**src/rtl/serial_adder_ctrl.sv**
```systemverilog
// serial_adder_ctrl: bit-serial adder built around one full_adder cell.
// Operands are shifted out LSB first, one bit per clock. The carry is held
// in a flip-flop between bit slices. The result is published with a
// one-cycle done pulse.
// Optional build macro SERIAL_ADDER_SUB_EN adds a 'sub' input, which selects
// op_a - op_b (two's complement: ~op_b with a carry-in of 1).

module full_adder (
  input  logic a,
  input  logic b,
  input  logic Cin,
  output logic s,
  output logic Cout
);
  assign s    = a ^ b ^ Cin;
  assign Cout = (a & b) | (Cin & (a ^ b));
endmodule

module serial_adder_ctrl #(
  parameter int WIDTH = 8
) (
  input  logic             clk,
  input  logic             rst_n,
`ifdef SERIAL_ADDER_SUB_EN
  input  logic             sub,
`endif
  input  logic             start,
  input  logic [WIDTH-1:0] op_a,
  input  logic [WIDTH-1:0] op_b,
  input  logic             cin,
  output logic             busy,
  output logic             done,
  output logic [WIDTH-1:0] sum,
  output logic             cout
);

  localparam int CW = $clog2(WIDTH + 1);

  typedef enum logic [1:0] {
    S_IDLE  = 2'd0,
    S_SHIFT = 2'd1,
    S_DONE  = 2'd2
  } state_t;

  state_t           r_state;
  state_t           w_next_state;
  logic [WIDTH-1:0] r_a_sr;
  logic [WIDTH-1:0] r_b_sr;
  logic [WIDTH-1:0] r_res_sr;
  logic [WIDTH-1:0] r_sum;
  logic [CW-1:0]    r_cnt;
  logic             r_carry_q;
  logic             r_cout;
  logic             r_busy;
  logic             r_done;

  logic             w_s;
  logic             w_fa_cout;
  logic             w_last;
  logic             w_accept;
  logic [WIDTH-1:0] w_res_next;
  logic [WIDTH-1:0] w_b_load;
  logic             w_c_load;

  // The single bit-slice adder; it always looks at the LSBs and the held carry.
  full_adder u_fa (
    .a    (r_a_sr[0]),
    .b    (r_b_sr[0]),
    .Cin  (r_carry_q),
    .s    (w_s),
    .Cout (w_fa_cout)
  );

  assign w_last = (r_cnt == CW'(WIDTH - 1));

  // FSM state register.
  always_ff @(posedge clk or negedge rst_n) begin
    if (!rst_n) begin
      r_state <= S_IDLE;
    end else begin
      r_state <= w_next_state;
    end
  end

  // Next-state logic; start is honoured only in IDLE.
  always_comb begin
    w_next_state = r_state;
    w_accept     = 1'b0;
    case (r_state)
      S_IDLE: begin
        if (start) begin
          w_next_state = S_SHIFT;
          w_accept     = 1'b1;
        end else begin
          w_next_state = S_IDLE;
        end
      end
      S_SHIFT: begin
        if (w_last) begin
          w_next_state = S_DONE;
        end else begin
          w_next_state = S_SHIFT;
        end
      end
      S_DONE:  w_next_state = S_IDLE;
      default: w_next_state = S_IDLE;
    endcase
  end

  // Operand B / carry-in selection at capture time (subtract inverts B, forces carry).
  always_comb begin
    w_b_load = op_b;
    w_c_load = cin;
`ifdef SERIAL_ADDER_SUB_EN
    if (sub) begin
      w_b_load = ~op_b;
      w_c_load = 1'b1;
    end else begin
      w_b_load = op_b;
      w_c_load = cin;
    end
`endif
  end

  // Result shift register after this slice: the new sum bit enters at the MSB.
  always_comb begin
    w_res_next            = r_res_sr >> 1;
    w_res_next[WIDTH-1]   = w_s;
  end

  // Datapath: capture operands on accept, then shift one bit per SHIFT cycle.
  always_ff @(posedge clk or negedge rst_n) begin
    if (!rst_n) begin
      r_a_sr    <= {WIDTH{1'b0}};
      r_b_sr    <= {WIDTH{1'b0}};
      r_res_sr  <= {WIDTH{1'b0}};
      r_carry_q <= 1'b0;
      r_cnt     <= {CW{1'b0}};
    end else if (w_accept) begin
      r_a_sr    <= op_a;
      r_b_sr    <= w_b_load;
      r_res_sr  <= {WIDTH{1'b0}};
      r_carry_q <= w_c_load;
      r_cnt     <= {CW{1'b0}};
    end else if (r_state == S_SHIFT) begin
      r_a_sr    <= r_a_sr >> 1;
      r_b_sr    <= r_b_sr >> 1;
      r_res_sr  <= w_res_next;
      r_carry_q <= w_fa_cout;
      r_cnt     <= r_cnt + CW'(1);
    end else begin
      r_a_sr    <= r_a_sr;
      r_b_sr    <= r_b_sr;
      r_res_sr  <= r_res_sr;
      r_carry_q <= r_carry_q;
      r_cnt     <= r_cnt;
    end
  end

  // Registered handshake and result; sum/cout change only on entry to DONE.
  always_ff @(posedge clk or negedge rst_n) begin
    if (!rst_n) begin
      r_busy <= 1'b0;
      r_done <= 1'b0;
      r_sum  <= {WIDTH{1'b0}};
      r_cout <= 1'b0;
    end else begin
      r_busy <= (w_next_state == S_SHIFT);
      r_done <= (w_next_state == S_DONE);
      if ((r_state == S_SHIFT) && w_last) begin
        r_sum  <= w_res_next;
        r_cout <= w_fa_cout;
      end else begin
        r_sum  <= r_sum;
        r_cout <= r_cout;
      end
    end
  end

  assign busy = r_busy;
  assign done = r_done;
  assign sum  = r_sum;
  assign cout = r_cout;

endmodule

```
**config.mk**
```make
export PLATFORM = sky130hd
export DESIGN_NAME = serial_adder_ctrl
export DESIGN_NICKNAME = d
export VERILOG_FILES = /design/src/rtl/serial_adder_ctrl.sv
export SDC_FILE = /design/constraint.sdc
export NUM_CORES = 1
export LEC_CHECK = 0
export CAP_MARGIN = 10
export CORE_ASPECT_RATIO = 1.25
export CORE_MARGIN = 8
export CORE_UTILIZATION = 47
export CTS_CLUSTER_SIZE = 10
export DETAILED_ROUTE_END_ITERATION = 12
export GPL_ROUTABILITY_DRIVEN = 0
export PLACE_DENSITY = 0.84
export SETUP_SLACK_MARGIN = 0.2
export SLEW_MARGIN = 5
export SYNTH_ARGS = -nofsm -noshare
export SYNTH_HDL_FRONTEND = slang
export SYNTH_HIERARCHICAL = 1
export SYNTH_SLANG_ARGS = --single-unit
```
**constraint.sdc**
```tcl
create_clock -name clk -period 1.42 [get_ports clk]
set_input_delay 0.426 -clock clk [delete_from_list [all_inputs] [get_ports clk]]
set_output_delay 0.426 -clock clk [all_outputs]
set_load 0.05 [all_outputs]
```
; Yosys cells after proc, flatten, opt, wreduce, memory -nomap -nowiden
; Cells that the tools add are included.
[classes]
bitwise_logic = 5
reduce_logical = 3
n_lt_le_gt_ge = 0
n_eq_ne = 4
n_div = 0
multipliers = 0
n_mux = 15
shift = 0
n_addsub = 1
[ops]
columns = cell, count
row1 = $mux 8, 6
row2 = $mux 4, 2
row3 = $mux 1, 5
row4 = $add 4x1->4 const B, 1
row5 = $eq 2x1->1 const B, 2
row6 = $eq 4x3->1 const B, 1
row7 = $pmux 2 s2, 1
row8 = $and 1x1->1, 2
row9 = $eq 2x2->1 const B, 1
row10 = $logic_not 2->1, 1
row11 = $mux 2, 1
row12 = $reduce_bool 2->1, 1
row13 = $xor 1x1->1, 2
row14 = $logic_and 1x1->1, 1
row15 = $or 1x1->1, 1
[word_totals]
ram_bits = 0
mem_bits_ro = 0
memories = 0
in_bits = 20
latch_bits = 0
ff_bits = 42
word_cells = 38

; Longest topological paths before layout
[depth]
ltp_word = 5
ltp_mapped = 5
ltp_nobuf = 4

; Cells and area by module
; Netlist, hierarchy kept.
[modules_own_cells]
columns = module, seq_area_each_um2, n_inst, cells_each, area_each_um2
row1 = serial_adder_ctrl, 1026.0, 1, 157, 1781.7
row2 = full_adder, 0.0, 1, 1, 20.0

; Least setup slack after synthesis
; No wires, ideal clock.
[synth_path]
path_kind = reg2reg
startpoint = reg r_cnt[0]
endpoint = reg r_cout (netlist: cout)
stages_incl_launch_ff = 5
setup_ns = 0.125
slack_ns = -0.057
arrival_time_ns = 1.353
n_path_buf = 0
path_cell_list = dfrtp_1 -> ha_1 -> nand2_2 -> nor3_4 -> mux2_2
[synth_between]
elab_chain_cells = 2
[synth_rtl]
columns = item, line
row1 = from (decl), 51  ; logic [CW-1:0] r_cnt;
row2 = from (signal assigned), 138  ; r_cnt <= {CW{1'b0}};
row3 = from (signal assigned), 144  ; r_cnt <= {CW{1'b0}};
row4 = from (signal assigned), 150  ; r_cnt <= r_cnt + CW'(1);
row5 = $eq 4x3->1, 74  ; assign w_last = (r_cnt == CW'(WIDTH - 1));
row6 = $logic_and 1x1->1, 170  ; if ((r_state == S_SHIFT) && w_last) begin
row7 = to (signal assigned), 172  ; r_cout <= w_fa_cout;
row8 = to (signal assigned), 175  ; r_cout <= r_cout;
row9 = to (decl), 53  ; logic r_cout;
; No other way between the ends.
; A chain may end at the register's enable or synchronous reset.

; Worst setup path after layout
[layout_path]
startpoint = reg r_state[1]
endpoint = reg r_sum[1] (netlist: sum[1])
[layout_between]
elab_chain_cells = 2
[layout_rtl]
columns = item, line
row1 = from (decl), 45  ; state_t r_state;
row2 = from (signal assigned), 81  ; r_state <= w_next_state;
row3 = $eq 2x1->1, 170
row4 = $logic_and 1x1->1, 170
row5 = to (signal assigned), 165  ; r_sum <= {WIDTH{1'b0}};
row6 = to (signal assigned), 171  ; r_sum <= w_res_next;
row7 = to (signal assigned), 174  ; r_sum <= r_sum;
row8 = to (decl), 50  ; logic [WIDTH-1:0] r_sum;
; No other way between the ends.

==> metrics.csv <==
stage;metric;value;unit
min_path;Tightest Hold Check Type;input pin to asynchronous set/reset pin;
logic_synthesis;register area share after synthesis;56.9;%
clock_network;CTS Buffer Depth;2;
sta;Worst-Margin Slew;426;ps
logic_synthesis;Netlist cell types;23;
outcome;status;complete, no violations;
place;Cells after DPL;231;
job;number of max-cap violations;0;
sta;setup TNS;0;ps
finish;Final nets;239;
clock_network;clock latency at the later pin of the worst-skew pair;310;ps
finish;most frequent cells in the layout;dfrtp_1, o21ai_1, nor2b_1, clkdlybuf4s50_1, buf_4;
global_route;global route overflow;0;
route;antenna-violating nets left;0;
logic_synthesis;post-synthesis area per instance;11.4;µm²
route;Pre-Repair DR Iteration Count;4;
sta;RSZ-0062 raised after global routing;yes;
sta;Slew headroom;71.6;%
route;DR iter-0 viols;57;
sta;Final Critical Period;1410;ps
worst_setup_path;Startpoint Class;flip-flop;
global_route;gr usage total;16.6;%
finish;Area Overhead vs Synth;57.7;%
global_route;largest net degree at the start of global routing;25;
clock_network;CTS tree;done;
logic_synthesis;Syn Inst Count;158;
global_route;first-pass GRT wire length;8000;µm
die;# IOs;31;
clock_network;CTS sink cnt;41;
clock_network;Clock Tree Root;clkbuf_8;
sta;FMAX;711;MHz
worst_setup_path;reg2reg path depth;4;
finish;Fillers;226;
die;core area;0.00372;mm²
die;chip height;85.2;µm
worst_setup_path;critical path type;flip-flop to flip-flop;
worst_setup_path;crit end category;flip-flop;
route;post-DR wirelength/cell;20.1;µm
clock_network;Reg clk slew, reported paths;80;ps
route;vias;1528;
route;residual DRC count;0;
global_route;antenna violations before repair;0;
clock_network;Num CTS Buffers;5;
finish;Inserted Diodes;0;
sta;skew final;7.85;ps
logic_synthesis;Synthesized Nets;180;
worst_setup_path;WP data required;1610;ps
worst_setup_path;arrival time worst endpoint;1600;ps
sta;Slew Viols, Final;0;
finish;commonest non-fill, non-tap cell in the layout;dfrtp_1;
worst_setup_path;Worst Path Max Fanout;10;
pwr;maximum VDD drop;1.46;mV
logic_synthesis;#FFs+latches synth;41;
global_route;vias in the first global route;1651;
die;row count;25;
place;PortBufs;30;
place;hpwl dp;3000;µm
sta;Final setup viols;0;
logic_synthesis;Ys Warns;6;
route;number of vias per cell;5.92;
die;Chip Width;71.4;µm
clock_network;hold_buf cts;0;
sta;final hold vios;0;
clock_network;htree depth;2;
logic_synthesis;post-synthesis instance area;0.00180;mm²
route;Routed WL;5170;µm
pwr;Pwr per Cell Area;2370;mW/mm²
die;Initial Util;48.4;%
pwr;LEAKAGE;1.24;nW
finish;share of post-route cells with drive strength above 1;41.7;%
die;die area;0.00608;mm²
sta;final clock period utilization by the worst path;99.1;%
finish;Non-Filler Instances;258;
## worst max-delay path: stages, from the launching register on
cell	delay, ps
dfrtp_1	420
nand2b_4	180
nor3_4	200
buf_12	160
mux2_2	330
## cell families after synthesis
kind of cell | share of synthesized area [%]
AO/OA/AOI/OAI | 21.4
adder cells (fa/ha/maj) | 1.81
buffers and inverters | 2.64
flip-flops | 56.9
multiplexers | 6.18
AND/OR/NAND/NOR | 11.0
## sequential cells by signal, indices dropped and copies added, names as in the netlist, 2 cells and up
name and flops:
r_a_sr 8, r_b_sr 8, r_cnt 4, r_res_sr 7, r_state 2, sum 8
## where the power goes
part / leakage, nW / internal (mW) / switching (mW) / total, mW
registers: 0.532 / 1.63 / 0.489 / 2.12
logic: 0.653 / 1.97 / 1.66 / 3.63
clock network: 0.0574 / 0.572 / 0.425 / 0.997
## layer usage
layer	part of all wire [%]	wire, µm	track usage [%]	vias to the layer above
met5	0	0	0	-
met4	2.0	106	5.88	0
met3	5.9	306	5.90	14
met2	54	2780	28.0	52
met1	38	1980	18.6	772
li1	-	-	-	690
## what timing repair did
| item | CTS | global route |
|---|---|---|
| setup buffers | 5 | 9 |
| gates cloned | 2 | 3 |
| endpoints found under the setup margin | 50 | 49 |
| pin swaps | 0 | 13 |
| hold endpoints to repair | 0 | 0 |
| resized for setup | 46 | 19 |
## stage by stage
step	setup slack, ps	hold WS (ps)	power (mW)	util (%)	instance area [µm²]
6_report	12.8	42.3	6.75	76.3	2840
5_1_grt	-21.0	76.3	7.07	76.3	2840
4_1_cts	8.63	64.6	6.12	71.1	2650
3_5_place_dp	-288	387	4.67	63.3	2350
3_3_place_gp	-181	372	4.51	63.3	2350
2_1_floorplan	-1.27	130	3.45	-	1810
## final timing paths
kind / from / end / slack (ps)
hold reg to reg: r_res_sr[1]$_DFFE_PN0P_ / r_res_sr[1]$_DFFE_PN0P_ / 520
setup / recovery: r_state[1]$_DFF_PN0_ / sum[1]$_DFFE_PN0P_ / 10
setup reg to reg: r_state[1]$_DFF_PN0_ / sum[1]$_DFFE_PN0P_ / 10
min in group clk: r_res_sr[1]$_DFFE_PN0P_ / r_res_sr[1]$_DFFE_PN0P_ / 520
hold / removal: rst_n / sum[0]$_DFFE_PN0P_ / 40
max in group asynchronous: rst_n / done$_DFF_PN0_ / 900
## cells in the mapped netlist
cell	n	area, µm²
dfrtp_1	41	1030
a21oi_1	19	95.1
nor2b_1	19	119
o21ai_0	18	90.1
a22oi_1	15	113
mux2_2	9	101
a22o_1	8	70.1
buf_2	5	25.0
clkbuf_1	4	15.0
nand2_1	4	15.0
nand3_1	3	15.0
nand2b_1	2	12.5
a22o_2	1	10.0
buf_4	1	7.51
fa_1	1	20.0
ha_1	1	12.5
mux2i_1	1	10.0
nand2_2	1	6.26
nor2_1	1	3.75
nor3_1	1	5.00
nor3_4	1	16.3
o21bai_1	1	7.51
or3_1	1	6.26
## area by class of cell
class,count,area [µm²],share of cell area [%]
clock buffer,6,82.6,2.91
clock inverter,2,37.5,1.32
multi-input combinational,107,882,31.0
sequential,41,1030,36.2
tap,40,50.0,1.76
timing repair buffer,62,762,26.8
(Power assumes the default switching activity.)
